==> config.mk <==
export PLATFORM = sky130hd
export DESIGN_NAME = pwmled_avalon_flat
export DESIGN_NICKNAME = d
export VERILOG_FILES = /design/src/rtl/pwmled_pkg.sv /design/src/rtl/pwmled_if.sv /design/src/rtl/pwm_core.sv /design/src/rtl/pwmled_avalon.sv /design/src/flat_wrapper.sv
export SDC_FILE = /design/constraint.sdc
export NUM_CORES = 1
export LEC_CHECK = 0
export ABC_CLOCK_PERIOD_IN_PS = 6190
export CORE_MARGIN = 1.5
export CORE_UTILIZATION = 55
export CTS_BUF_LIST = sky130_fd_sc_hd__clkbuf_4
export CTS_CLUSTER_SIZE = 14
export DETAILED_ROUTE_END_ITERATION = 7
export PLACE_DENSITY = 0.77
export RECOVER_POWER = 50
export SYNTH_ARGS = -nofsm -noshare
export SYNTH_HDL_FRONTEND = slang
export SYNTH_SLANG_ARGS = --single-unit
export TNS_END_PERCENT = 5
==> constraint.sdc <==
create_clock -name clk -period 6.19 [get_ports clk]
set_input_delay 1.5475 -clock clk [delete_from_list [all_inputs] [get_ports clk]]
set_output_delay 1.5475 -clock clk [all_outputs]
set_load 0.05 [all_outputs]
==> src/rtl/pwmled_pkg.sv <==
// pwmled_pkg -- shared constants for the PWM LED Avalon slave.
//   ADDR_*        : Avalon register word addresses
//   CTRL_*_BIT    : bit positions inside the CTRL register
//   PWM_W_DEFAULT : default counter / period / duty / step width
//   ramp_dir_e    : breathe ramp direction
package pwmled_pkg;

  localparam int unsigned PWM_W_DEFAULT = 16;

  localparam logic [1:0] ADDR_CTRL   = 2'd0;
  localparam logic [1:0] ADDR_PERIOD = 2'd1;
  localparam logic [1:0] ADDR_DUTY   = 2'd2;
  localparam logic [1:0] ADDR_STEP   = 2'd3;

  localparam int CTRL_EN_BIT      = 0;
  localparam int CTRL_BREATHE_BIT = 1;

  typedef enum logic {
    DIR_UP   = 1'b0,
    DIR_DOWN = 1'b1
  } ramp_dir_e;

endpackage

==> src/rtl/pwmled_if.sv <==
// pwmled_if -- Avalon-MM slave bus bundle for pwmled_avalon.
//   avs_address   : register select
//   avs_write     : single-cycle write strobe
//   avs_writedata : write data
//   avs_read      : read strobe
//   avs_readdata  : read data, valid the cycle after avs_read
// Modports: master (bus driver / bench), slave (the PWM block).
interface pwmled_if;

  logic [1:0]  avs_address;
  logic        avs_write;
  logic [31:0] avs_writedata;
  logic        avs_read;
  logic [31:0] avs_readdata;

  modport master (
    output avs_address, avs_write, avs_writedata, avs_read,
    input  avs_readdata
  );

  modport slave (
    input  avs_address, avs_write, avs_writedata, avs_read,
    output avs_readdata
  );

endinterface

==> src/rtl/pwm_core.sv <==
// pwm_core -- period counter, boundary shadow registers, duty comparator
// and breathe ramp for the PWM LED block.
//   clk, reset : clock, synchronous active-high reset
//   i_enable   : run the counter; low holds cnt at 0 and the output low
//   i_breathe  : ramp the active duty by i_step each period
//   i_period   : programmed period (Psh loads it at each boundary)
//   i_duty     : programmed duty (Dact loads it at each boundary in normal mode)
//   i_step     : breathe increment
//   o_pwm      : registered PWM output
// The i_* values are the post-write register values, so a write landing on
// a boundary cycle is applied at that boundary.
module pwm_core
  import pwmled_pkg::*;
#(
  parameter int W = PWM_W_DEFAULT
) (
  input  logic         clk,
  input  logic         reset,
  input  logic         i_enable,
  input  logic         i_breathe,
  input  logic [W-1:0] i_period,
  input  logic [W-1:0] i_duty,
  input  logic [W-1:0] i_step,
  output logic         o_pwm
);

  logic [W-1:0] r_cnt;
  logic [W-1:0] r_psh;
  logic [W:0]   r_dact;     // one extra bit: Dact may saturate at Psh+1 = 2^W
  logic         r_run;
  ramp_dir_e    r_dir;
  logic         r_pwm;

  logic [W:0]   w_limit;
  logic [W:0]   w_step_x;
  logic [W:0]   w_sum;
  logic [W:0]   w_dact_ramp;
  ramp_dir_e    w_dir_ramp;
  logic         w_boundary;

  // Ramp arithmetic is W+1 bits so neither the sum nor the ceiling can wrap.
  assign w_limit    = {1'b0, i_period} + (W+1)'(1);
  assign w_step_x   = {1'b0, i_step};
  assign w_sum      = r_dact + w_step_x;
  assign w_boundary = (r_cnt == r_psh);

  // NOTE: every always_comb output gets a default first so no path leaves it
  // unassigned, which would otherwise infer a latch.
  always_comb begin
    w_dact_ramp = r_dact;
    w_dir_ramp  = r_dir;
    if (i_step != '0) begin
      if (r_dir == DIR_UP) begin
        if (w_sum >= w_limit) begin
          w_dact_ramp = w_limit;
          w_dir_ramp  = DIR_DOWN;
        end else begin
          w_dact_ramp = w_sum;
        end
      end else begin
        if (r_dact <= w_step_x) begin
          w_dact_ramp = '0;
          w_dir_ramp  = DIR_UP;
        end else begin
          w_dact_ramp = r_dact - w_step_x;
        end
      end
    end
  end

  always_ff @(posedge clk) begin
    if (reset) begin
      r_cnt  <= '0;
      r_psh  <= '0;
      r_dact <= '0;
      r_run  <= 1'b0;
      r_dir  <= DIR_UP;
      r_pwm  <= 1'b0;
    end else if (!i_enable) begin
      r_cnt <= '0;
      r_run <= 1'b0;
      r_dir <= DIR_UP;
      r_pwm <= 1'b0;
    end else if (!r_run) begin
      // Enable just rose: load the shadows now and start a fresh period.
      r_run  <= 1'b1;
      r_cnt  <= '0;
      r_psh  <= i_period;
      r_dact <= {1'b0, i_duty};
      r_dir  <= DIR_UP;
      r_pwm  <= 1'b0;
    end else begin
      r_pwm <= ({1'b0, r_cnt} < r_dact);
      if (w_boundary) begin
        r_cnt <= '0;
        r_psh <= i_period;
        if (i_breathe) begin
          r_dact <= w_dact_ramp;
          r_dir  <= w_dir_ramp;
        end else begin
          r_dact <= {1'b0, i_duty};
          r_dir  <= DIR_UP;
        end
      end else begin
        r_cnt <= r_cnt + 1'b1;
        // Outside breathe the direction parks at up, so entering breathe
        // always starts the ramp upwards from the current Dact.
        if (!i_breathe) r_dir <= DIR_UP;
      end
    end
  end

  assign o_pwm = r_pwm;

endmodule

==> src/rtl/pwmled_avalon.sv <==
// pwmled_avalon -- Avalon-MM PWM LED controller: register file and read mux.
//   clk     : sole clock
//   reset   : synchronous active-high reset
//   avs     : Avalon slave bus (CTRL, PERIOD, DUTY, STEP at addresses 0..3)
//   pwm_out : registered PWM drive to the LED pin
module pwmled_avalon
  import pwmled_pkg::*;
#(
  parameter int W = PWM_W_DEFAULT
) (
  input  logic    clk,
  input  logic    reset,
  pwmled_if.slave avs,
  output logic    pwm_out
);

  logic [1:0]   r_ctrl;
  logic [W-1:0] r_period;
  logic [W-1:0] r_duty;
  logic [W-1:0] r_step;
  logic [31:0]  r_readdata;

  logic [1:0]   w_ctrl_nxt;
  logic [W-1:0] w_period_nxt;
  logic [W-1:0] w_duty_nxt;
  logic [W-1:0] w_step_nxt;
  logic [31:0]  w_rd_mux;
  logic         w_unused_wdata;

  // Post-write values: the core sees a write on the same edge it lands in
  // the register, so a write on a boundary cycle applies at that boundary.
  assign w_ctrl_nxt   = (avs.avs_write && avs.avs_address == ADDR_CTRL)
                        ? avs.avs_writedata[CTRL_BREATHE_BIT:CTRL_EN_BIT] : r_ctrl;
  assign w_period_nxt = (avs.avs_write && avs.avs_address == ADDR_PERIOD)
                        ? avs.avs_writedata[W-1:0] : r_period;
  assign w_duty_nxt   = (avs.avs_write && avs.avs_address == ADDR_DUTY)
                        ? avs.avs_writedata[W-1:0] : r_duty;
  assign w_step_nxt   = (avs.avs_write && avs.avs_address == ADDR_STEP)
                        ? avs.avs_writedata[W-1:0] : r_step;

  // Bits above the register width are ignored on writes.
  assign w_unused_wdata = ^avs.avs_writedata[31:W];

  // Read mux works on the current (pre-write) registers, so a read and write
  // to the same address in one cycle returns the old value.
  always_comb begin
    w_rd_mux = '0;
    case (avs.avs_address)
      ADDR_CTRL:   w_rd_mux[1:0]   = r_ctrl;
      ADDR_PERIOD: w_rd_mux[W-1:0] = r_period;
      ADDR_DUTY:   w_rd_mux[W-1:0] = r_duty;
      ADDR_STEP:   w_rd_mux[W-1:0] = r_step;
      default:     w_rd_mux        = '0;
    endcase
  end

  // NOTE: sequential state uses non-blocking assignments so every register
  // samples the pre-edge values regardless of statement order.
  always_ff @(posedge clk) begin
    if (reset) begin
      r_ctrl     <= '0;
      r_period   <= '1;
      r_duty     <= '0;
      r_step     <= '0;
      r_readdata <= '0;
    end else begin
      r_ctrl   <= w_ctrl_nxt;
      r_period <= w_period_nxt;
      r_duty   <= w_duty_nxt;
      r_step   <= w_step_nxt;
      if (avs.avs_read) r_readdata <= w_rd_mux;
    end
  end

  assign avs.avs_readdata = r_readdata;

  pwm_core #(.W(W)) u_core (
    .clk       (clk),
    .reset     (reset),
    .i_enable  (w_ctrl_nxt[CTRL_EN_BIT]),
    .i_breathe (w_ctrl_nxt[CTRL_BREATHE_BIT]),
    .i_period  (w_period_nxt),
    .i_duty    (w_duty_nxt),
    .i_step    (w_step_nxt),
    .o_pwm     (pwm_out)
  );

endmodule

==> src/flat_wrapper.sv <==
// flat-port wrapper written by rule: the top's interface ports become plain ports
module pwmled_avalon_flat import pwmled_pkg::*;
#(
  parameter int W = PWM_W_DEFAULT
)
  (clk, reset, pwm_out, avs_avs_address, avs_avs_write, avs_avs_writedata, avs_avs_read, avs_avs_readdata);
  pwmled_if avs_i ();
  input  logic clk;
  input  logic reset;
  output logic pwm_out;
  input wire logic [$bits(avs_i.avs_address)-1:0] avs_avs_address;
  input wire logic [$bits(avs_i.avs_write)-1:0] avs_avs_write;
  input wire logic [$bits(avs_i.avs_writedata)-1:0] avs_avs_writedata;
  input wire logic [$bits(avs_i.avs_read)-1:0] avs_avs_read;
  output wire logic [$bits(avs_i.avs_readdata)-1:0] avs_avs_readdata;
  assign avs_i.avs_address = avs_avs_address;
  assign avs_i.avs_write = avs_avs_write;
  assign avs_i.avs_writedata = avs_avs_writedata;
  assign avs_i.avs_read = avs_avs_read;
  assign avs_avs_readdata = avs_i.avs_readdata;
  pwmled_avalon #(.W(W)) u_core (.clk(clk), .reset(reset), .avs(avs_i), .pwm_out(pwm_out));
endmodule
==> run_results.csv <==
group,metric,value,unit
worst_setup_path,crit_family,"compound AO/OA/AOI/OAI gates",
final_layout,final_core_util,0.670,
final_layout,final_cell_area,9780,µm²
worst_setup_path,r2r_start,"u_core.r_step[0]",
pwr,seq_power_share,0.394,
drt,via_count,7699,
pwr,p_clk_frac,0.309,
clock_tree,cts_hold_buf,0,
worst_setup_path,end_kind,"flip-flop",
pwr,power.leakage,4.49,nW
pwr,swShare,0.353,
pwr,p_int,1.32,mW
final_layout,mostFrequentLayoutCells,"134 x nor2_1, 117 x dfxtp_1, 98 x buf_4",
clock_tree,htree_levels,4,
sta,max_freq,169,MHz
logic_synthesis,ys_ff_latch,117,
final_layout,final_common_cell,"nor2_1",
floorplan,die_y,126,µm
sta,slew_headroom,-0.160,
global_routing,met1_usage,0.405,
clock_tree,clock-root-buffer,"clkbuf_4",
global_routing,grt.busiest_layer,"met2",
worst_setup_path,path_cells,"clkdlybuf4s25_1 > nand3_4 > mux2_4 > ha_1 > fa_2 > a21o_1 > o21ai_2 > a31oi_2 > a211o_1 > a21o_1 > a21o_1 > a21oi_2 > xnor2_2 > ha_1 > a21oi_2 > o21bai_2 > nor4_4 > a21oi_2 > buf_4 > or4_1 > o311ai_0 > nor3_1 > o32ai_1",
pwr,switchingPower,0.720,mW
job,cap_violations,1,
final_layout,nets,1219,
final_layout,area_delta_synth_final,18.3,%
status,failed_checks,"max-capacitance violations, max-slew violations",
global_routing,use_met2,0.478,
logic_synthesis,synth-main-ff-cell,"dfxtp_1",
floorplan,ios,71,
worst_setup_path,cp.depth,23,
sta,fin_crit_sh,0.956,
hold_path,hp-class,"reg -> reg",
worst_setup_path,critPathKind,"in -> reg",
logic_synthesis,netlist_instances,1003,
drt,avgViaCountPerCell,5.87,
global_routing,overflow,0,
global_routing,grt_usage,0.308,
logic_synthesis,avgSynthCellArea,8.24,µm²
pwr,p_comb_frac,0.297,
place,place.gp.congestion,0.950,
floorplan,die_x,126,µm
sta,finalCriticalPeriod,5.92,ns
sta,finalWorstSetupSlack,0.270,ns
sta,setup_viol,0,
place,io_buffers,38,
pwr,p_per_area,209,nW/µm²
final_layout,fillCellCount,1201,
logic_synthesis,ys_warn_count,0,
sta,rsz0062_at_grt,"false",
sta,slew_violations,39,
floorplan,start_util,0.566,
worst_setup_path,rrSetupSlack,1.33,ns
worst_setup_path,cp_max_fo,3,
logic_synthesis,async_flop_share,0,
floorplan,rows,44,
worst_setup_path,crit_path_start_kind,"input pin",
drt,drt-total-wl,24.0,mm
place,dpl_cell_area,9390,µm²
logic_synthesis,synth_seq_area_share,0.283,
worst_setup_path,reg2regPathDepth,21,
pwr,peakVddDrop,0.000169,V
sta,hold_viol_final,0,
drt,drt_iter0_markers,636,
hold_path,min-delay-start,"u_core.avs.avs_readdata[2]",
drt,wl_per_cell,18.3,µm
worst_setup_path,arrival,6.41,ns
global_routing,grt_pass1_wl,38.0,mm
place,hpwlAfterDp,18.4,mm
clock_tree,tritoncts,"done",
drt,drcViolationCount,0,
clock_tree,cts.sinks,117,
floorplan,design.die.area,15800,µm²
worst_setup_path,critPathCapture,"u_core.u_core.r_dact[14]",
sta,hold_ws,0.494,ns
status,status,"complete, but fails checks",
final_layout,final_layout_size_suffix_gt1_frac,0.171,
global_routing,grt_max_degree,101,
worst_setup_path,crit_start,"avs_avs_address[1]",
global_routing,grtUsageMet3,0.0556,
clock_tree,clk_pin_slew,0.12,ns
global_routing,first_global_vias,7300,
sta,tns,0,ns
logic_synthesis,synth-edff-count,0,
worst_setup_path,cpMaxStageDelayCell,"or4_1",
worst_setup_path,r2r_end,"u_core.u_core.r_dact[14]",
drt,ant_nets,0,
logic_synthesis,yosysUniqueCellTypes,70,
clock_tree,clk_latency,0.58,ns
sta,clock-skew-final,0.0139,ns
logic_synthesis,syn_area,8260,µm²
worst_setup_path,cp_slowest_stage_delay,0.48,ns
drt,drt_first_pass_iters,7,
global_routing,antenna_found_initial,1,
floorplan,coreArea,14600,µm²
clock_tree,cts_buffer_depth,2,
clock_tree,cts_buffers,17,
worst_setup_path,required,6.68,ns
worst_setup_path,timing.critical_path.buf_inv,2,
place,place_ws,-0.589,ns
sta,worst_slew_pin_slew,1.74,ns
[layer usage]
| layer | vias up | wire (µm) | part of all wire |
|---|---|---|---|
| met5 | - | 0 | 0 |
| met4 | 0 | 1370 | 0.057 |
| met3 | 75 | 1150 | 0.048 |
| met2 | 249 | 10700 | 0.45 |
| met1 | 3637 | 10700 | 0.45 |
| li1 | 3738 | - | - |
[worst min-delay path by stage]
stage | endpoint | slack [ns] | cells past startpoint
2_1_floorplan | u_core.u_core.r_cnt[0] | 0.45 | 1
3_3_place_gp | u_core.avs.avs_readdata[11] | 0.48 | 2
3_5_place_dp | u_core.avs.avs_readdata[9] | 0.48 | 2
4_1_cts | u_core.avs.avs_readdata[10] | 0.49 | 2
5_1_grt | u_core.avs.avs_readdata[5] | 0.52 | 2
6_report | u_core.avs.avs_readdata[2] | 0.49 | 2
[registers in the layout, indices dropped and copies added, names as in the netlist]
name and cells:
u_core.avs.avs_readdata 16, u_core.r_ctrl 2, u_core.r_duty 16, u_core.r_period 16, u_core.r_step 16, u_core.u_core.o_pwm 1, u_core.u_core.r_cnt 16, u_core.u_core.r_dact 17
u_core.u_core.r_dir 1, u_core.u_core.r_psh 16
[what timing repair did]
item | 4_1_cts | 5_1_grt
gates resized for setup | 2 | 25
buffers inserted | 0 | 0
pin swaps | 0 | 11
setup endpoints to repair | 1 | 18
[kinds of logic after synthesis]
family	Yosys count	share of synthesized area
flip-flops	117	0.283
AND/OR/NAND/NOR	303	0.174
buffers and inverters	132	0.0728
XOR/XNOR	75	0.0795
other	1	0.000454
multiplexers	81	0.104
AO/OA/AOI/OAI	226	0.180
adder cells (fa/ha/maj)	68	0.105
[through the flow]
| stage | total power [mW] | std cells |
|---|---|---|
| 2_1_floorplan | 1.21 | 1018 |
| 3_3_place_gp | 1.40 | 1278 |
| 3_5_place_dp | 1.40 | 1278 |
| 4_1_cts | 2.03 | 1310 |
| 5_1_grt | 2.14 | 1311 |
| 6_report | 2.04 | 1311 |
[worst register-to-register path, cell delays in order (launching register included)]
cell and delay, ns:
dfxtp_1 0.38, mux2_4 0.30, ha_1 0.21, fa_2 0.35
a21o_1 0.22, o21ai_2 0.19, a31oi_2 0.14, a211o_1 0.37
a21o_1 0.21, a21o_1 0.21, a21oi_2 0.18, xnor2_2 0.14
ha_1 0.27, a21oi_2 0.14, o21bai_2 0.10, nor4_4 0.30
a21oi_2 0.11, buf_4 0.15, or4_1 0.48, o311ai_0 0.11
nor3_1 0.09, o32ai_1 0.12
[cells in the mapped netlist (3+ instances only)]
| master | instances | area share |
|---|---|---|
| a211o_1 | 4 | 0.0042 |
| a211oi_1 | 32 | 0.029 |
| a21o_1 | 12 | 0.011 |
| a21oi_1 | 63 | 0.038 |
| a22oi_1 | 14 | 0.013 |
| a31oi_1 | 5 | 0.0038 |
| and3_1 | 5 | 0.0038 |
| and4_1 | 3 | 0.0032 |
| buf_2 | 19 | 0.012 |
| buf_4 | 19 | 0.017 |
| clkbuf_1 | 33 | 0.015 |
| dfxtp_1 | 117 | 0.28 |
| ha_1 | 66 | 0.10 |
| inv_1 | 57 | 0.026 |
| mux2_2 | 22 | 0.030 |
| mux2i_1 | 57 | 0.069 |
| nand2_1 | 43 | 0.020 |
| nand2b_1 | 22 | 0.017 |
| nand3_1 | 25 | 0.015 |
| nand4_1 | 10 | 0.0076 |
| nor2_1 | 134 | 0.061 |
| nor2b_1 | 6 | 0.0045 |
| nor3_1 | 19 | 0.012 |
| nor4_1 | 18 | 0.014 |
| o21a_1 | 7 | 0.0064 |
| o21ai_0 | 32 | 0.019 |
| o21ai_1 | 3 | 0.0018 |
| o21bai_1 | 9 | 0.0082 |
| o221ai_1 | 4 | 0.0042 |
| o22ai_1 | 12 | 0.0091 |
| o31ai_1 | 7 | 0.0064 |
| o32ai_1 | 3 | 0.0032 |
| or2_2 | 3 | 0.0023 |
| xnor2_1 | 34 | 0.036 |
| xor2_1 | 41 | 0.043 |
[power by group through the flow]
stage                     combinational [mW]  clock [mW]  sequential [mW]
after floorplan                        0.377           0            0.838
after global placement                 0.577           0            0.820
after detailed placement               0.584           0            0.821
after CTS                              0.590       0.636            0.804
after global routing                   0.662       0.671            0.808
final                                  0.606       0.631            0.805
[area by class of cell]
cell class | count | area, µm² | share of cell area
tap | 184 | 230 | 0.0235
antenna | 1 | 2.50 | 0.000256
sequential | 117 | 2340 | 0.240
clock buffer | 18 | 135 | 0.0138
inverter | 57 | 214 | 0.0219
timing repair buffer | 151 | 1190 | 0.122
multi-input combinational | 769 | 5480 | 0.561
clock inverter | 14 | 175 | 0.0179
Note: power is estimated with default switching activity, not from simulation.
